## src/rtl/alu_pkg.sv

```systemverilog
// alu_pkg: op codes, scheduler state codes and datapath width shared by the ALU scheduler
package alu_pkg;
    localparam int ALU_W = 8;
    typedef enum logic [2:0] {
        ALU_FWD = 3'b000,
        ALU_ADD = 3'b001,
        ALU_AND = 3'b010,
        ALU_OR  = 3'b011
    } alu_op_e;
    typedef enum logic {
        IDLE = 1'b0,
        EXEC = 1'b1
    } state_e;
    function automatic logic op_legal(input logic [2:0] op);
        return ~op[2];
    endfunction
endpackage

```

## src/rtl/rr_arbiter2.sv

```systemverilog
// rr_arbiter2: two-way round-robin grant; the caller owns the lastGrant register
module rr_arbiter2 (
    input  logic req0,
    input  logic req1,
    input  logic lastGrant,
    output logic grantValid,
    output logic grantIdx
);
    assign grantValid = req0 | req1;
    assign grantIdx   = (req0 & req1) ? ~lastGrant : req1;
endmodule

```

## src/rtl/alu_scheduler.sv

```systemverilog
// alu_scheduler: shares one external ALU between two requesters with round-robin grants
module alu_scheduler
    import alu_pkg::*;
#(
    parameter int SETTLE_CYCLES = 1
) (
    input  logic             CLK,
    input  logic             RESET,
    input  logic             req0,
    input  logic             req1,
    input  logic [2:0]       op0,
    input  logic [2:0]       op1,
    input  logic [ALU_W-1:0] a0,
    input  logic [ALU_W-1:0] a1,
    input  logic [ALU_W-1:0] b0,
    input  logic [ALU_W-1:0] b1,
    output logic             ack0,
    output logic             ack1,
    output logic             done0,
    output logic             done1,
    output logic [ALU_W-1:0] result0,
    output logic [ALU_W-1:0] result1,
    output logic             error,
    output logic [2:0]       aluSelect,
    output logic [ALU_W-1:0] aluData1,
    output logic [ALU_W-1:0] aluData2,
    input  logic [ALU_W-1:0] aluResult,
    output logic             busy
);
    state_e           r_state, w_next;
    logic [3:0]       r_cnt;
    logic             r_last, r_idx, r_bad;
    logic             w_gv, w_gi, w_start, w_fin;
    logic [2:0]       w_op;
    logic [ALU_W-1:0] w_a, w_b;

    rr_arbiter2 u_arb (
        .req0      (req0),
        .req1      (req1),
        .lastGrant (r_last),
        .grantValid(w_gv),
        .grantIdx  (w_gi)
    );

    assign w_op = w_gi ? op1 : op0;
    assign w_a  = w_gi ? a1 : a0;
    assign w_b  = w_gi ? b1 : b0;
    assign busy = (r_state == EXEC);

    always_comb begin
        w_next  = r_state;
        w_start = 1'b0;
        w_fin   = 1'b0;
        if (r_state == IDLE) begin
            w_start = w_gv;
            w_next  = w_gv ? EXEC : IDLE;
        end else begin
            w_fin  = (r_cnt == 4'd1);
            w_next = w_fin ? IDLE : EXEC;
        end
    end

    always_ff @(posedge CLK) begin
        if (RESET) r_state <= IDLE;
        else       r_state <= w_next;
    end

    always_ff @(posedge CLK) begin
        if (RESET) begin
            r_cnt     <= 4'd0;
            r_last    <= 1'b1;
            r_idx     <= 1'b0;
            r_bad     <= 1'b0;
            ack0      <= 1'b0;
            ack1      <= 1'b0;
            done0     <= 1'b0;
            done1     <= 1'b0;
            error     <= 1'b0;
            result0   <= '0;
            result1   <= '0;
            aluSelect <= 3'b000;
            aluData1  <= '0;
            aluData2  <= '0;
        end else begin
            ack0  <= w_start & ~w_gi;
            ack1  <= w_start & w_gi;
            done0 <= w_fin & ~r_idx;
            done1 <= w_fin & r_idx;
            error <= w_fin & r_bad;
            if (w_start) begin
                r_idx  <= w_gi;
                r_last <= w_gi;
                r_bad  <= ~op_legal(w_op);
                r_cnt  <= 4'(SETTLE_CYCLES);
                // illegal ops leave the ALU inputs parked on the last legal operation
                if (op_legal(w_op)) begin
                    aluSelect <= w_op;
                    aluData1  <= w_a;
                    aluData2  <= w_b;
                end
            end else if (busy) begin
                r_cnt <= r_cnt - 4'd1;
            end
            if (w_fin && !r_idx) result0 <= r_bad ? '0 : aluResult;
            if (w_fin && r_idx)  result1 <= r_bad ? '0 : aluResult;
        end
    end
endmodule
```

## config.mk

```make
export PLATFORM = sky130hd
export DESIGN_NAME = alu_scheduler
export DESIGN_NICKNAME = d
export VERILOG_FILES = /design/src/rtl/alu_pkg.sv /design/src/rtl/rr_arbiter2.sv /design/src/rtl/alu_scheduler.sv
export SDC_FILE = /design/constraint.sdc
export NUM_CORES = 1
export LEC_CHECK = 0
export BUFFER_PORTS_ARGS = -buffer_cell sky130_fd_sc_hd__buf_2
export CAP_MARGIN = 10
export CORE_AREA = 2 2 68 70
export DETAILED_ROUTE_END_ITERATION = 6
export DIE_AREA = 0 0 70 72
export PLACE_DENSITY_LB_ADDON = 0.25
export SLEW_MARGIN = 30
export SYNTH_ARGS = -nofsm -noshare
export SYNTH_HDL_FRONTEND = slang
export SYNTH_SLANG_ARGS = --single-unit
export TNS_END_PERCENT = 30
```

## constraint.sdc

```tcl
create_clock -name CLK -period 2.35 [get_ports CLK]
set_input_delay 0.47 -clock CLK [delete_from_list [all_inputs] [get_ports CLK]]
set_output_delay 0.47 -clock CLK [all_outputs]
set_load 0.03 [all_outputs]
```

Word-level counts from Yosys, hierarchy flattened

Index checks and enable logic that the tools add are counted.

Flip-flop bits (word level): 47
Bits in latches: 0
Bits in writable memories: 0
ROM bits: 0
Input bits: 50
Output and inout port bits: 41
Word-level logic and storage cells: 47
Memories kept: 0

Add/subtract/negate cells: 1
Multipliers: 0
Div/mod/pow operators: 0
$lt $le $gt $ge: 0
Equality and inequality tests: 1
Shift-type cells: 0
Mux-type cells: 12
Bitwise operators: 11
Reductions and logical operators: 6

Operator list:

| kind                | count |
|---|---|
| $mux 8              | 3 |
| $mux 1              | 8 |
| $and 1x1->1         | 6 |
| $eq 4x1->1 const B  | 1 |
| $not 1->1           | 4 |
| $sub 4x1->4 const B | 1 |
| $mux 3              | 1 |
| $logic_and 1x1->1   | 2 |
| $reduce_and 2->1    | 1 |
| $reduce_bool 2->1   | 1 |
| $reduce_or 2->1     | 1 |
| $logic_not 1->1     | 1 |
| $or 1x1->1          | 1 |

Depth between registers and ports, before layout

Depth after elaboration: 5
Depth in mapped cells: 7

Modules after synthesis

Synthesis repeated with hierarchy kept, for this count alone.

Cell total of the unflattened synthesis: 200
Area, all modules: 2099.5 um^2

By module, submodules not included:

| module        | times used | cells each | area each (um^2) |
|---|---|---|---|
| alu_scheduler | 1          | 198        | 2085.8 |
| rr_arbiter2   | 1          | 2          | 13.8 |

Worst setup path after synthesis

No wires, ideal clock.

Kind: reg2reg
Start: register r_state, in the netlist busy
End: register result0[1]
Setup time: 128 ps
Data arrival time: 1533 ps
Data required time: 2222 ps
Slack: 690 ps
Stages on the path, launching flop included: 7
Path buffers: 2
Clock period less this slack: 1660 ps
Path through: dfxtp_1 > buf_2 > and4bb_2 > nor2b_1 > buf_2 > mux2i_1 > nor2_1

Cells in the longest elaborated chain, start to end: 2

Ends and longest elaborated chain:

| what                     | line                 | text |
|---|---|---|
| start: declaration       | alu_scheduler.sv:30  | `state_e r_state, w_next;` |
| start signal: assignment | alu_scheduler.sv:65  | `else r_state <= w_next;` |
| $mux 1                   | alu_scheduler.sv:54  | `if (r_state == IDLE) begin` |
| $logic_and 1x1->1        | alu_scheduler.sv:104 | `if (w_fin && !r_idx) result0 <= r_bad ? '0 : aluResult;` |
| end signal: assignment   | alu_scheduler.sv:104 |  |
| end: declaration         | alu_scheduler.sv:21  | `output logic [ALU_W-1:0] result0,` |

Every way passes these cells.
A chain may end at the register's enable or synchronous reset.

Worst setup path after layout

Start: register r_state, in the netlist busy
End: output busy

RTL lines:

| what             | line                | text |
|---|---|---|
| end: declaration | alu_scheduler.sv:28 | `output logic busy` |

No word-level cell between the ends.

==> run_results.csv <==
group,metric,value,unit
run_status,outcome,"finished, final reports clean",
clock_tree,numCtsBuffers,5,
final_layout,fillers,407,
drt,drc,0,
die,start_util,49.2,%
yosys,synth.largest_area_cell,"dfxtp_1",
critical_path,slowest_stage,"buf_4",
yosys,synth_top_cell_area_share,44.8,%
yosys,synth-seq-cells,47,
critical_path,ff2ff_path_depth,6,
global_route,antenna_found_initial,0,
critical_path,worst-path-stages,2,
yosys,syn_nets,296,
critical_path,path_max_fanout,53,
final_layout,drive_gt1_share,33.0,%
clock_tree,cts_root_buffer,"clkbuf_8",
die,dieWidth,70,um
timing,hold_viol,0,
drt,avgRoutedWirePerCell,12.0,um
yosys,synth.top_cells.by_area,"dfxtp_1 45%, mux2i_1 7.6%, a211o_1 7.5%",
timing,maxSlewHeadroom,65.0,%
timing,setup_viol,0,
hold_path,worst_hold_path.num_cells,2,
critical_path,cp-start-kind,"register",
clock_tree,post_cts_buffers,0,
clock_tree,holdBufCountCts,0,
placed_design,place_ws,0.620,ns
critical_path,end_kind,"output port",
flow_run,maxCapViolCount,0,
yosys,avgSynthCellArea,8.60,sq um
timing,report.final.slew_viol_count,0,
timing,rsz0062_at_grt,"false",
critical_path,crit_family,"buffers and inverters",
power,power.leakage,1.30,nW
global_route,grt_pass1_wl,7.57,mm
placed_design,io_buffers,89,
yosys,synthDistinctLibCells,29,
timing,setup_tns,0,ns
timing,fmax,0.560,GHz
critical_path,crit_type,"reg -> out",
timing,finClkSkew,0.00788,ns
die,num_rows,24,
global_route,grt_pass1_vias,1690,
clock_tree,clkLatencyLatePin,0.30,ns
final_layout,area_growth,27.5,%
die,io_pins,91,
clock_tree,h-tree-depth,2,
die,core-area,4260,sq um
hold_path,hp-class,"reg -> reg",
critical_path,arrival,1.32,ns
yosys,seq_area_frac_synth,44.8,%
clock_tree,clk_pin_slew_worst_paths,0.08,ns
critical_path,path_cells,"buf_4 -> buf_2",
power,ir_drop,0.386,mV
critical_path,critPathMaxStageDelay,0.40,ns
clock_tree,cts_tree,"yes",
critical_path,ff2ff_setup_slack,0.73,ns
placed_design,dpl.hpwl,3.20,mm
die,die_y,72,um
final_layout,post-route-util,62.8,%
drt,routed_via_density,5.10,
drt,wl,4.56,mm
yosys,synth_warnings,0,
drt,antenna_left,0,
power,finalPower,0.00190,W
placed_design,placed_cell_area,2540,sq um
timing,tightest_slew,0.523,ns
placed_design,gp_congestion,0.780,
global_route,track_usage,18.6,%
timing,finalCritPeriodShare,76.0,%
critical_path,cp.required,1.88,ns
drt,first_iter_violations,139,
global_route,gr-total-overflow,0,
drt,num_vias,1933,
clock_tree,clk_path_buf_depth,2,
critical_path,path_buf_inv,2,
final_layout,diodes,0,
die,die_area,5040,sq um
drt,drtPass1Iterations,4,
timing,setup_slack,0.564,ns
final_layout,finalInstanceArea,2680,sq um
final_layout,finalNetCount,378,
yosys,syn_inst,244,
timing,fin_crit,1.79,ns
power,power.density,709,nW/um^2
yosys,mappedNetlistArea,2100,sq um
clock_tree,clock-sinks,47,
global_route,grt_max_degree,54,
clock_tree,ctsResizeCount,0,
## worst min-delay path, cell delays in order, from the launching register on
cell     delay [ns]
dfxtp_1        0.31
o21ai_0        0.06
a21oi_1        0.06
## metal layers
| layer | routed length, um | GRT usage, % |
|---|---|---|
| met5 | 0 | 0 |
| met4 | 76 | 8.97 |
| met3 | 316 | 4.17 |
| met2 | 2150 | 29.3 |
| met1 | 2010 | 24.4 |
## flip-flops by register name, indices dropped and copies added, names as in the netlist
register,cells
aluData1,8
aluData2,8
result0,8
result1,8
r_cnt,4
aluSelect,2
ack0,1
ack1,1
busy,1
done0,1
done1,1
error,1
r_bad,1
r_idx,1
r_last,1
## cell families after synthesis
logic type	share of synthesized area, %
buffers and inverters	6.32
muxes	8.16
other	0.179
AOI/OAI and AO/OA	19.5
xor gates and xnor gates	0.834
and+or+nand+nor	19.0
adders and majority gates	1.19
DFF	44.8
## through the flow
stage,cells,hold WS [ns]
floorplan,244,0.463
global placement,371,0.456
detailed placement,371,0.463
CTS,379,0.475
global route,379,0.497
finish,379,0.470
## path summary, 6_finish.rpt
kind	to	startpoint
worst max-delay path	busy	busy$_SDFF_PP0_
worst min-delay path	aluData2[2]$_SDFFE_PP0P_	aluData2[2]$_SDFFE_PP0P_
worst max register to register	result1[6]$_SDFFE_PP0P_	r_cnt[1]$_SDFFE_PP0P_
worst min register to register	aluData2[2]$_SDFFE_PP0P_	aluData2[2]$_SDFFE_PP0P_
## cells in the final DEF (no fill, tap or decap)
cell,count
bufinv_16,2
inv_2,1
nand2_1,41
dfxtp_1,47
buf_4,7
o32a_1,1
and4bb_2,1
ha_1,2
buf_2,89
a211o_1,18
mux2i_1,16
a21boi_4,1
conb_1,1
inv_1,2
a21bo_1,1
clkinvlp_4,1
o21ai_0,19
mux2_2,1
o22ai_1,1
nand3b_1,2
nand2b_1,2
a21oi_1,21
nor4_1,2
nor2_1,22
and3b_1,1
nor2b_1,12
clkbuf_8,5
a211oi_1,1
nor3_1,5
xor2_1,2
## where the power goes
| part | switching (W) | internal, W |
|---|---|---|
| sequential | 0.0000276 | 0.000838 |
| combinational | 0.000208 | 0.000133 |
| clock | 0.000269 | 0.000424 |
## synth_stat cells
cell type and number:
a211o_1 18, a211oi_1 1, a21bo_1 1, a21boi_4 1
a21oi_1 21, and3b_1 1, and4bb_2 1, buf_2 4
buf_4 2, buf_6 4, clkbuf_1 11, conb_1 1
dfxtp_1 47, ha_1 2, inv_1 2, inv_2 1
mux2_2 1, mux2i_1 16, nand2_1 41, nand2b_1 2
nand3b_1 2, nor2_1 22, nor2b_1 12, nor3_1 5
nor4_1 2, o21ai_0 19, o22ai_1 1, o32a_1 1
xor2_1 2
## cell type report
class / instances / area, sq um / share of cell area, %
sequential: 47 / 941 / 35.1
timing repair buffer: 96 / 498 / 18.6
inverter: 3 / 11.3 / 0.421
clock buffer: 5 / 68.8 / 2.57
tap: 52 / 65.1 / 2.43
multi-input combinational: 173 / 1030 / 38.3
clock inverter: 3 / 67.6 / 2.52
No activity file was read; power rests on OpenSTA's default activity.
